`config.mk`:
```
export PLATFORM = sky130hd
export DESIGN_NAME = mouse_receiver_flat
export DESIGN_NICKNAME = d
export VERILOG_FILES = /design/src/rtl/mouse_receiver_if.sv /design/src/rtl/mouse_receiver.sv /design/src/flat_wrapper.sv
export SDC_FILE = /design/constraint.sdc
export NUM_CORES = 1
export LEC_CHECK = 0
export ABC_AREA = 1
export CORE_ASPECT_RATIO = 0.8
export CORE_MARGIN = 5
export CORE_UTILIZATION = 30
export DETAILED_ROUTE_END_ITERATION = 10
export SYNTH_ARGS = -nofsm -noshare
export SYNTH_HDL_FRONTEND = slang
export SYNTH_SLANG_ARGS = --single-unit
export TNS_END_PERCENT = 1
```
`constraint.sdc`:
```
create_clock -name CLK -period 1.29 [get_ports CLK]
set_input_delay 0.129 -clock CLK [delete_from_list [all_inputs] [get_ports CLK]]
set_output_delay 0.129 -clock CLK [all_outputs]
set_load 0.02 [all_outputs]
```
`src/rtl/mouse_receiver_if.sv`:
```
// PS/2 receive-side bundle: raw mouse lines, master enable and decoded byte outputs.
interface mouse_receiver_if;
  logic       CLK_MOUSE_IN;
  logic       DATA_MOUSE_IN;
  logic       READ_ENABLE;
  logic [7:0] BYTE_READ;
  logic [1:0] BYTE_ERROR_CODE;
  logic       BYTE_READY;
  logic [2:0] current_state;

  // Mouse master side: drives the lines and enable, consumes the decoded byte.
  modport master (
    output CLK_MOUSE_IN,
    output DATA_MOUSE_IN,
    output READ_ENABLE,
    input  BYTE_READ,
    input  BYTE_ERROR_CODE,
    input  BYTE_READY,
    input  current_state
  );

  // Receiver side.
  modport slave (
    input  CLK_MOUSE_IN,
    input  DATA_MOUSE_IN,
    input  READ_ENABLE,
    output BYTE_READ,
    output BYTE_ERROR_CODE,
    output BYTE_READY,
    output current_state
  );
endinterface

```
`src/rtl/mouse_receiver.sv`:
```
// PS/2 device-to-host receiver: deserialises 11-bit frames (start, 8 data LSB
// first, odd parity, stop) from the oversampled mouse clock into bytes.
module mouse_receiver #(
  parameter int unsigned TIMEOUT_CYCLES = 50_000,
  parameter int unsigned SYNC_STAGES    = 2
) (
  input  logic           CLK,
  input  logic           RESET,
  mouse_receiver_if.slave bus
);

  localparam int unsigned TO_W = (TIMEOUT_CYCLES > 1) ? $clog2(TIMEOUT_CYCLES) : 1;
  localparam logic [TO_W-1:0] TO_LAST = TO_W'(TIMEOUT_CYCLES - 1);

  typedef enum logic [2:0] {
    IDLE   = 3'd0,
    DATA   = 3'd1,
    PARITY = 3'd2,
    STOP   = 3'd3,
    DONE   = 3'd4
  } state_t;

  logic [SYNC_STAGES-1:0] clk_sync_q;
  logic [SYNC_STAGES-1:0] data_sync_q;
  logic                   clk_prev_q;
  logic                   clk_fall;
  logic                   data_smp;

  state_t                 state_q;
  logic [2:0]             bit_cnt_q;
  logic [7:0]             shift_q;
  logic                   par_err_q;
  logic [TO_W-1:0]        to_cnt_q;
  logic [7:0]             byte_q;
  logic [1:0]             err_q;
  logic                   rdy_q;

  // Synchronise both PS/2 lines; reset to the idle-high line level.
  always_ff @(posedge CLK or posedge RESET) begin
    if (RESET) begin
      clk_sync_q  <= '1;
      data_sync_q <= '1;
      clk_prev_q  <= 1'b1;
    end else begin
      clk_sync_q  <= {clk_sync_q[SYNC_STAGES-2:0], bus.CLK_MOUSE_IN};
      data_sync_q <= {data_sync_q[SYNC_STAGES-2:0], bus.DATA_MOUSE_IN};
      clk_prev_q  <= clk_sync_q[SYNC_STAGES-1];
    end
  end

  // Falling-edge detect on the synchronised PS/2 clock; data sampled in that cycle.
  always_comb begin
    clk_fall = clk_prev_q & ~clk_sync_q[SYNC_STAGES-1];
    data_smp = data_sync_q[SYNC_STAGES-1];
  end

  // Frame FSM with bit counter, inter-edge timeout and registered byte outputs.
  always_ff @(posedge CLK or posedge RESET) begin
    if (RESET) begin
      state_q   <= IDLE;
      bit_cnt_q <= '0;
      shift_q   <= '0;
      par_err_q <= 1'b0;
      to_cnt_q  <= '0;
      byte_q    <= '0;
      err_q     <= '0;
      rdy_q     <= 1'b0;
    end else begin
      rdy_q <= 1'b0;
      case (state_q)
        IDLE: begin
          to_cnt_q  <= '0;
          bit_cnt_q <= '0;
          if (bus.READ_ENABLE && clk_fall && !data_smp) begin
            state_q <= DATA;
          end
        end
        DONE: begin
          to_cnt_q <= '0;
          state_q  <= IDLE;
        end
        default: begin
          if (!bus.READ_ENABLE) begin
            state_q  <= IDLE;
            to_cnt_q <= '0;
          end else if (clk_fall) begin
            to_cnt_q <= '0;
            case (state_q)
              DATA: begin
                shift_q   <= {data_smp, shift_q[7:1]};
                bit_cnt_q <= bit_cnt_q + 3'd1;
                if (bit_cnt_q == 3'd7) begin
                  state_q <= PARITY;
                end
              end
              PARITY: begin
                par_err_q <= ~(^shift_q ^ data_smp);
                state_q   <= STOP;
              end
              STOP: begin
                // Outputs load on the stop edge so the registered strobe is
                // visible during the single DONE cycle.
                byte_q  <= shift_q;
                err_q   <= {~data_smp, par_err_q};
                rdy_q   <= 1'b1;
                state_q <= DONE;
              end
              default: state_q <= IDLE;
            endcase
          end else if (to_cnt_q == TO_LAST) begin
            state_q  <= IDLE;
            to_cnt_q <= '0;
          end else begin
            to_cnt_q <= to_cnt_q + TO_W'(1);
          end
        end
      endcase
    end
  end

  // Drive registered values onto the bundle.
  always_comb begin
    bus.BYTE_READ       = byte_q;
    bus.BYTE_ERROR_CODE = err_q;
    bus.BYTE_READY      = rdy_q;
    bus.current_state   = state_q;
  end

endmodule
```
`src/flat_wrapper.sv`:
```
// flat-port wrapper written by rule: the top's interface ports become plain ports
module mouse_receiver_flat 
#(
  parameter int unsigned TIMEOUT_CYCLES = 50_000,
  parameter int unsigned SYNC_STAGES    = 2
)
  (CLK, RESET, bus_CLK_MOUSE_IN, bus_DATA_MOUSE_IN, bus_READ_ENABLE, bus_BYTE_READ, bus_BYTE_ERROR_CODE, bus_BYTE_READY, bus_current_state);
  mouse_receiver_if bus_i ();
  input  logic CLK;
  input  logic RESET;
  input wire logic [$bits(bus_i.CLK_MOUSE_IN)-1:0] bus_CLK_MOUSE_IN;
  input wire logic [$bits(bus_i.DATA_MOUSE_IN)-1:0] bus_DATA_MOUSE_IN;
  input wire logic [$bits(bus_i.READ_ENABLE)-1:0] bus_READ_ENABLE;
  output wire logic [$bits(bus_i.BYTE_READ)-1:0] bus_BYTE_READ;
  output wire logic [$bits(bus_i.BYTE_ERROR_CODE)-1:0] bus_BYTE_ERROR_CODE;
  output wire logic [$bits(bus_i.BYTE_READY)-1:0] bus_BYTE_READY;
  output wire logic [$bits(bus_i.current_state)-1:0] bus_current_state;
  assign bus_i.CLK_MOUSE_IN = bus_CLK_MOUSE_IN;
  assign bus_i.DATA_MOUSE_IN = bus_DATA_MOUSE_IN;
  assign bus_i.READ_ENABLE = bus_READ_ENABLE;
  assign bus_BYTE_READ = bus_i.BYTE_READ;
  assign bus_BYTE_ERROR_CODE = bus_i.BYTE_ERROR_CODE;
  assign bus_BYTE_READY = bus_i.BYTE_READY;
  assign bus_current_state = bus_i.current_state;
  mouse_receiver #(.TIMEOUT_CYCLES(TIMEOUT_CYCLES), .SYNC_STAGES(SYNC_STAGES)) u_core (.CLK(CLK), .RESET(RESET), .bus(bus_i));
endmodule
```
==> key figures, run 1 <==
Detailed routing
  – Post-route DRC: 0
  – Vias: 1832
  – Post-Route WL: 4610 um
  – Post-route antenna net violation count: 0
  – Wire per inst: 10.8 um
  – Vias/cell: 4.28
  – TritonRoute pass-1 iters: 4
  – Detailed Route Iter0 Violations: 86

Worst setup path
  – Crit path launch type: flip-flop
  – CP arrival: 1690 ps
  – Setup crit end kind: flip-flop
  – Critical Path Fanout Max: 4
  – Critical Path, Cell by Cell: ha_2, nand2_2, nor2_4, nand2_2, nor2_4, buf_4, nand2_1, nand2_1, and3_1
  – CP Data Required Time: 1530 ps
  – WP buf/inv: 1
  – CP max-delay cell: dfrtp_1
  – Crit-path leading delay family: simple AND/OR/NAND/NOR gates
  – Critical setup path kind: flip-flop to flip-flop
  – CP peak stage delay: 370 ps

Cells and area
  – Syn-to-layout area delta: 30.5%
  – Nets: 330
  – Non-filler cells, final: 428
  – Finished Cell Area: 2980 um2
  – N_diodes: 0
  – Number of fill cells in the layout: 729
  – Ratio of cells with drive above 1 in the final layout: 0.266

CTS
  – Clk Latency, worst-skew pair: 300 ps
  – CTS H-tree depth: 2
  – Worst-path clk slew: 90 ps
  – # clock sinks: 47
  – Hold_buf cts: 0
  – Number of CTS-inserted buffers: 5
  – Clk root buf: clkbuf_8
  – CTS tree: done
  – Max clock buf depth: 2

Timing
  – Fin. Hold Viols: 0
  – Clock skew: 14.4 ps
  – Fin crit share: 1.12
  – Slew Viols, Final: 0
  – Fmax: 692 MHz
  – Worst-Margin Slew: 287 ps
  – Clock period minus worst slack: 1440 ps
  – Relative slew slack: 0.808
  – RSZ-0062 raised after global routing: yes
  – Finish-stage setup viols: 26
  – Final WS setup: -155 ps

GRT
  – First-pass GRT wire length: 8000 um
  – GR Util All Layers: 0.105
  – GRT Max-Usage Layer: met2
  – Vias in the first global route: 1768
  – Initial antenna violation count: 0
  – Grt met1 use: 0.143
  – Met3 layer usage reported by global route: 0.0332
  – Largest net degree at the start of global routing: 48
  – Met2 usage: 0.163
  – Congestion Overflow GR: 0

Floorplan
  – Die Y: 88.0 um
  – Starting density of the core: 0.309
  – Io pins: 19
  – CORE AREA: 7390 um2
  – Die width: 107 um
  – Die footprint: 9460 um2
  – Row count: 28

Logic synthesis
  – Yosys top cell by area: dfrtp_1
  – Top_reg_cell synth: dfrtp_1
  – Most common library cells after synthesis: 74 x nand2_1, 42 x dfrtp_1, 35 x inv_1
  – Cell Area, Synth: 2280 um2
  – Asr flop ratio synth: 1.00
  – Synth Area in Simple Gates: 0.313
  – Syn Area/Cell: 8.42 um2
  – Post-synthesis sequential area ratio: 0.518
  – Post-Syn Nets: 279
  – Synth top area share: 0.461
  – Largest cells by area after synthesis: dfrtp_1 46%, nand2_1 12%, dfstp_2 5.8%, inv_1 5.8%, nor2_1 4.8%
  – Yosys cell types: 28
  – Synth Area in Adders: 0.0165
  – Largest family of logic cells by synthesized area: simple AND/OR/NAND/NOR gates
  – Yosys warnings: 0
  – Most frequent cell after synthesis: nand2_1
  – EDFF count, synth: 0
  – Post-synthesis mux area share: 0
  – Synth Area in XOR/XNOR: 0.00384
  – Post-synthesis cell count: 271
  – Post-synthesis register bit count: 47
  – Compound-gate portion of the synthesized area: 0.0757

Power and ir drop
  – Leak: 0.00143 uW
  – Pwr Density: 1220 nW/um2
  – Maximum vdd drop: 0.458 mV

Run status
  – Outcome: finished, violations left
  – Failing checks: negative setup slack

Placement
  – PortBufs: 18
  – Post-Place Cells: 417
  – Post-place instance area: 2820 um2
  – HPWL after detailed placement: 3400 um
  – Gpl congestion: 0.787

Worst hold path
  – Worst Hold Class: primary input to asynchronous set/reset pin

Run
  – Max_cap viols: 0
-- per-stage QoR --
| stage | hold slack [ps] | TNS (ps) | total power [uW] | utilization | worst slack, ps |
|---|---|---|---|---|---|
| finish | 172 | -2170 | 3640 | 0.403 | -155 |
| global route | 193 | -5590 | 3900 | 0.403 | -262 |
| CTS | 182 | -2480 | 3670 | 0.396 | -160 |
| detailed placement | 349 | -5310 | 2770 | 0.382 | -206 |
| global placement | 348 | -4620 | 2740 | 0.382 | -153 |
| floorplan | 133 | -92.8 | 2400 | - | -28.6 |
-- final cells by class --
| cell class | count | area [um2] | area share |
|---|---|---|---|
| Timing Repair Buffer | 49 | 447 | 0.150 |
| Sequential cell | 47 | 1180 | 0.397 |
| Multi-Input combinational cell | 182 | 988 | 0.332 |
| Clock buffer | 5 | 68.8 | 0.0231 |
| Tap cell | 105 | 131 | 0.0441 |
| Clock inverter | 3 | 20.0 | 0.00673 |
| Inverter | 37 | 139 | 0.0467 |
-- routing by layer --
metal	up-vias	part of all wire
li1	953	-
met1	852	0.50
met2	23	0.45
met3	4	0.039
met4	0	0.0082
met5	-	0
-- layout by cell type, fill, tap and decap left out, types with 4 or more instances in the layout --
cell type        count
dlygate4sd2_1       12
nor2_2               4
nand2_2             13
nor3_2               5
nand3_1             12
dfrtp_1             42
nor2_1              27
clkbuf_8             5
o21ai_1              9
clkdlybuf4s50_1      4
inv_1               33
a21oi_1              6
dfstp_2              5
buf_4               25
o21ai_0             11
nor2_4               6
nand2_1             67
inv_2                4
-- state kept, by name (all words and copies together), names as in the netlist --
signal,count
u_core.bit_cnt_q,3
u_core.bus.BYTE_ERROR_CODE,2
u_core.bus.BYTE_READ,8
u_core.bus.BYTE_READY,1
u_core.bus.current_state,3
u_core.clk_prev_q,1
u_core.clk_sync_q,2
u_core.data_sync_q,2
u_core.par_err_q,1
u_core.shift_q,8
u_core.to_cnt_q,16
-- final timing paths --
check	slack (ps)	to	start	cells after the start
setup / recovery	-150	u_core.to_cnt_q[10]	u_core.to_cnt_q[0]	9
min in group CLK	230	u_core.data_sync_q[0]	bus_DATA_MOUSE_IN	1
hold / removal	170	u_core.to_cnt_q[4]	RESET	3
setup reg to reg	-150	u_core.to_cnt_q[10]	u_core.to_cnt_q[0]	9
max in group asynchronous	820	u_core.data_sync_q[1]	RESET	3
hold reg to reg	360	u_core.clk_sync_q[1]	u_core.clk_sync_q[0]	0
-- power by group --
group,total [uW],internal [uW],switching (uW)
registers,1740,1620,122
clock network,886,378,508
logic,1020,418,597
total,3640,2420,1230
-- worst reg2reg max path, delay by kind of cell, from the launching register on --
family,cells,cell delay (ps)
fa+ha+maj,1,190
buf+inv,1,140
flops,1,370
simple gates,7,690
-- cell families after synthesis --
kind of cell / Yosys count
compound gates: 31
xor+xnor: 1
fa+ha+maj: 3
buf+inv: 42
flops: 47
simple gates: 147
-- timing repair --
action	in CTS	in global routing
pin swaps	1	3
cloned	0	0
endpoints found under the setup margin	53	43
setup buffers	1	2
gates resized for setup	32	12
No activity file was read; power rests on OpenSTA's default activity.
==> inputs of run 2 (changes only) <==
--- a/constraint.sdc
+++ b/constraint.sdc
@@ -3,2 +3,2 @@
 set_output_delay 0.129 -clock CLK [all_outputs]
-set_load 0.02 [all_outputs]
+set_load 0.01 [all_outputs]
==> run 2 against run 1 <==
  * The run still ends with negative setup slack left
  * Final cell count up 0.23%
  * Global-route usage up 0.10 points
  * Clock power up 26%
  * Highest routed layer unchanged
==> key figures, run 2 (same netlist as run 1, synthesis figures left out) <==
Detailed routing
  – Vias/cell: 4.28
  – Post-route antenna net violation count: 0
  – M1 wire length: 2370 um
  – Detailed Route Iter0 Violations: 84
  – Post-Route WL: 4640 um
  – WL met2: 2000 um
  – Post-route DRC: 0
  – Metal3 WL: 148 um
  – Max Used Layer: met4
  – Vias: 1835
  – TritonRoute pass-1 iters: 4
  – Wire per inst: 10.8 um

Power and ir drop
  – Leak: 0.00146 uW
  – Clock share of power: 0.286
  – Maximum vdd drop: 0.449 mV
  – Comb pwr share: 0.272
  – Switching share of power: 0.306
  – Pwr Density: 1300 nW/um2
  – Sequential power share: 0.441
  – Net Switching: 1200 uW
  – Int Pwr: 2710 uW

Placement
  – Post-place instance area: 2820 um2
  – HPWL after detailed placement: 3310 um
  – PortBufs: 18
  – Gpl congestion: 0.796

Worst setup path
  – WP buf/inv: 1
  – CP peak stage delay: 360 ps
  – CP Data Required Time: 1490 ps
  – Critical setup path kind: flip-flop to flip-flop
  – Critical Path, Cell by Cell: ha_2, nand2_2, nor2_4, nand2_2, nor2_4, buf_4, nand3_1, nand2_1, nor2_1
  – Cells on worst reg2reg path: 9
  – Critical path depth in cells: 9
  – Setup crit end kind: flip-flop
  – Crit path launch type: flip-flop
  – Critical Path Fanout Max: 4
  – CP arrival: 1680 ps
  – Crit-path leading delay family: simple AND/OR/NAND/NOR gates
  – CP max-delay cell: dfrtp_1

Timing
  – Slew Viols, Final: 0
  – Fin crit share: 1.14
  – Clock skew: 6.73 ps
  – Relative slew slack: 0.815
  – Worst-Margin Slew: 276 ps
  – Fmax: 680 MHz
  – Finish-stage setup viols: 26
  – RSZ-0062 raised after global routing: yes
  – Final WS setup: -181 ps
  – Clock period minus worst slack: 1470 ps
  – Total negative slack: -2270 ps
  – Fin Hold WS: 182 ps
  – Fin. Hold Viols: 0

CTS
  – Worst-path clk slew: 90 ps
  – # clock sinks: 47
  – CTS tree: done
  – Clk Latency, worst-skew pair: 300 ps
  – Max clock buf depth: 2
  – Clk root buf: clkbuf_8
  – Number of CTS-inserted buffers: 5
  – CTS H-tree depth: 2

GRT
  – First-pass GRT wire length: 7960 um
  – GR Util All Layers: 0.107
  – Initial antenna violation count: 0
  – Vias in the first global route: 1775
  – Congestion Overflow GR: 0
  – Largest net degree at the start of global routing: 48

Floorplan
  – Die footprint: 9460 um2
  – Die Y: 88.0 um
  – CORE AREA: 7390 um2
  – Die width: 107 um
  – Row count: 28
  – Starting density of the core: 0.309
  – Io pins: 19

Cells and area
  – Commonest cells after routing, fill and taps aside: 69 x nand2_1, 42 x dfrtp_1, 32 x inv_1, 26 x nor2_1, 25 x buf_4
  – Commonest non-fill, non-tap cell in the layout: nand2_1
  – Top reg by flops: u_core.to_cnt_q
  – Number of fill cells in the layout: 743
  – Nets: 331
  – N_diodes: 0
  – Syn-to-layout area delta: 32.4%
  – Number of flip-flops in the largest register: 16
  – Ratio of cells with drive above 1 in the final layout: 0.275
  – Finished Cell Area: 3020 um2

Run
  – Max_cap viols: 0

Run status
  – Outcome: finished, violations left
  – Failing checks: negative setup slack

Worst hold path
  – Worst Hold Class: primary input to asynchronous set/reset pin
[run 2: cell count changes in the layout (fill, tap and decap cells not counted), moves of 2 or more]
cell	change
nand2_2	-2
clkdlybuf4s15_1	-2
nand2_1	+2
dlygate4sd2_1	+2
clkinvlp_4	-2
[run 2: worst min-delay path: cells and delay by family]
kind / cells / cell delay, ps
buf+inv: 3 / 730
[run 2: final timing paths]
kind / from / endpoint / slack, ps
max in group asynchronous: RESET / u_core.data_sync_q[0] / 840
max: u_core.to_cnt_q[1] / u_core.to_cnt_q[12] / -180
max reg2reg: u_core.to_cnt_q[1] / u_core.to_cnt_q[12] / -180
min reg2reg: u_core.clk_sync_q[0] / u_core.clk_sync_q[1] / 360
min in group CLK: bus_DATA_MOUSE_IN / u_core.data_sync_q[0] / 230
min: RESET / u_core.bus.BYTE_ERROR_CODE[0] / 180
[run 2: power by group through the flow]
stage	combinational (uW)	sequential, uW	clock (uW)
4_1_cts	1010	1720	1160
2_1_floorplan	586	1780	0
6_report	1070	1730	1120
3_5_place_dp	978	1770	0
3_3_place_gp	957	1760	0
5_1_grt	1200	1740	1230
[run 2: metal layers]
layer / vias to the layer above / track usage
li1: 954 / -
met1: 850 / 0.143
met2: 25 / 0.156
met3: 6 / 0.0287
met4: 0 / 0.0596
met5: - / 0
[run 2: final cells by class]
type	count	area (um2)	share of cell area
Clock inverter	2	35.0	0.0116
Multi-Input combinational cell	182	993	0.329
Tap cell	105	131	0.0435
Clock buffer	6	82.6	0.0274
Timing Repair Buffer	50	455	0.151
Inverter	37	139	0.0460
Sequential cell	47	1180	0.392
[run 2: metrics by stage]
stage               setup slack, ps  std cells  power [uW]  utilization
global placement               -152        416        2720        0.381
finish                         -181        429        3910        0.408
floorplan                     -26.6        271        2360            -
detailed placement             -194        416        2750        0.381
global route                   -303        429        4170        0.408
CTS                            -155        426        3880        0.398
[run 2: timing repair]
item | 4_1_cts | 5_1_grt
hold buffers | 0 | 0
buffers inserted | 2 | 3
pin swaps | 2 | 2
endpoints found under the setup margin | 53 | 41
resized for setup | 20 | 26
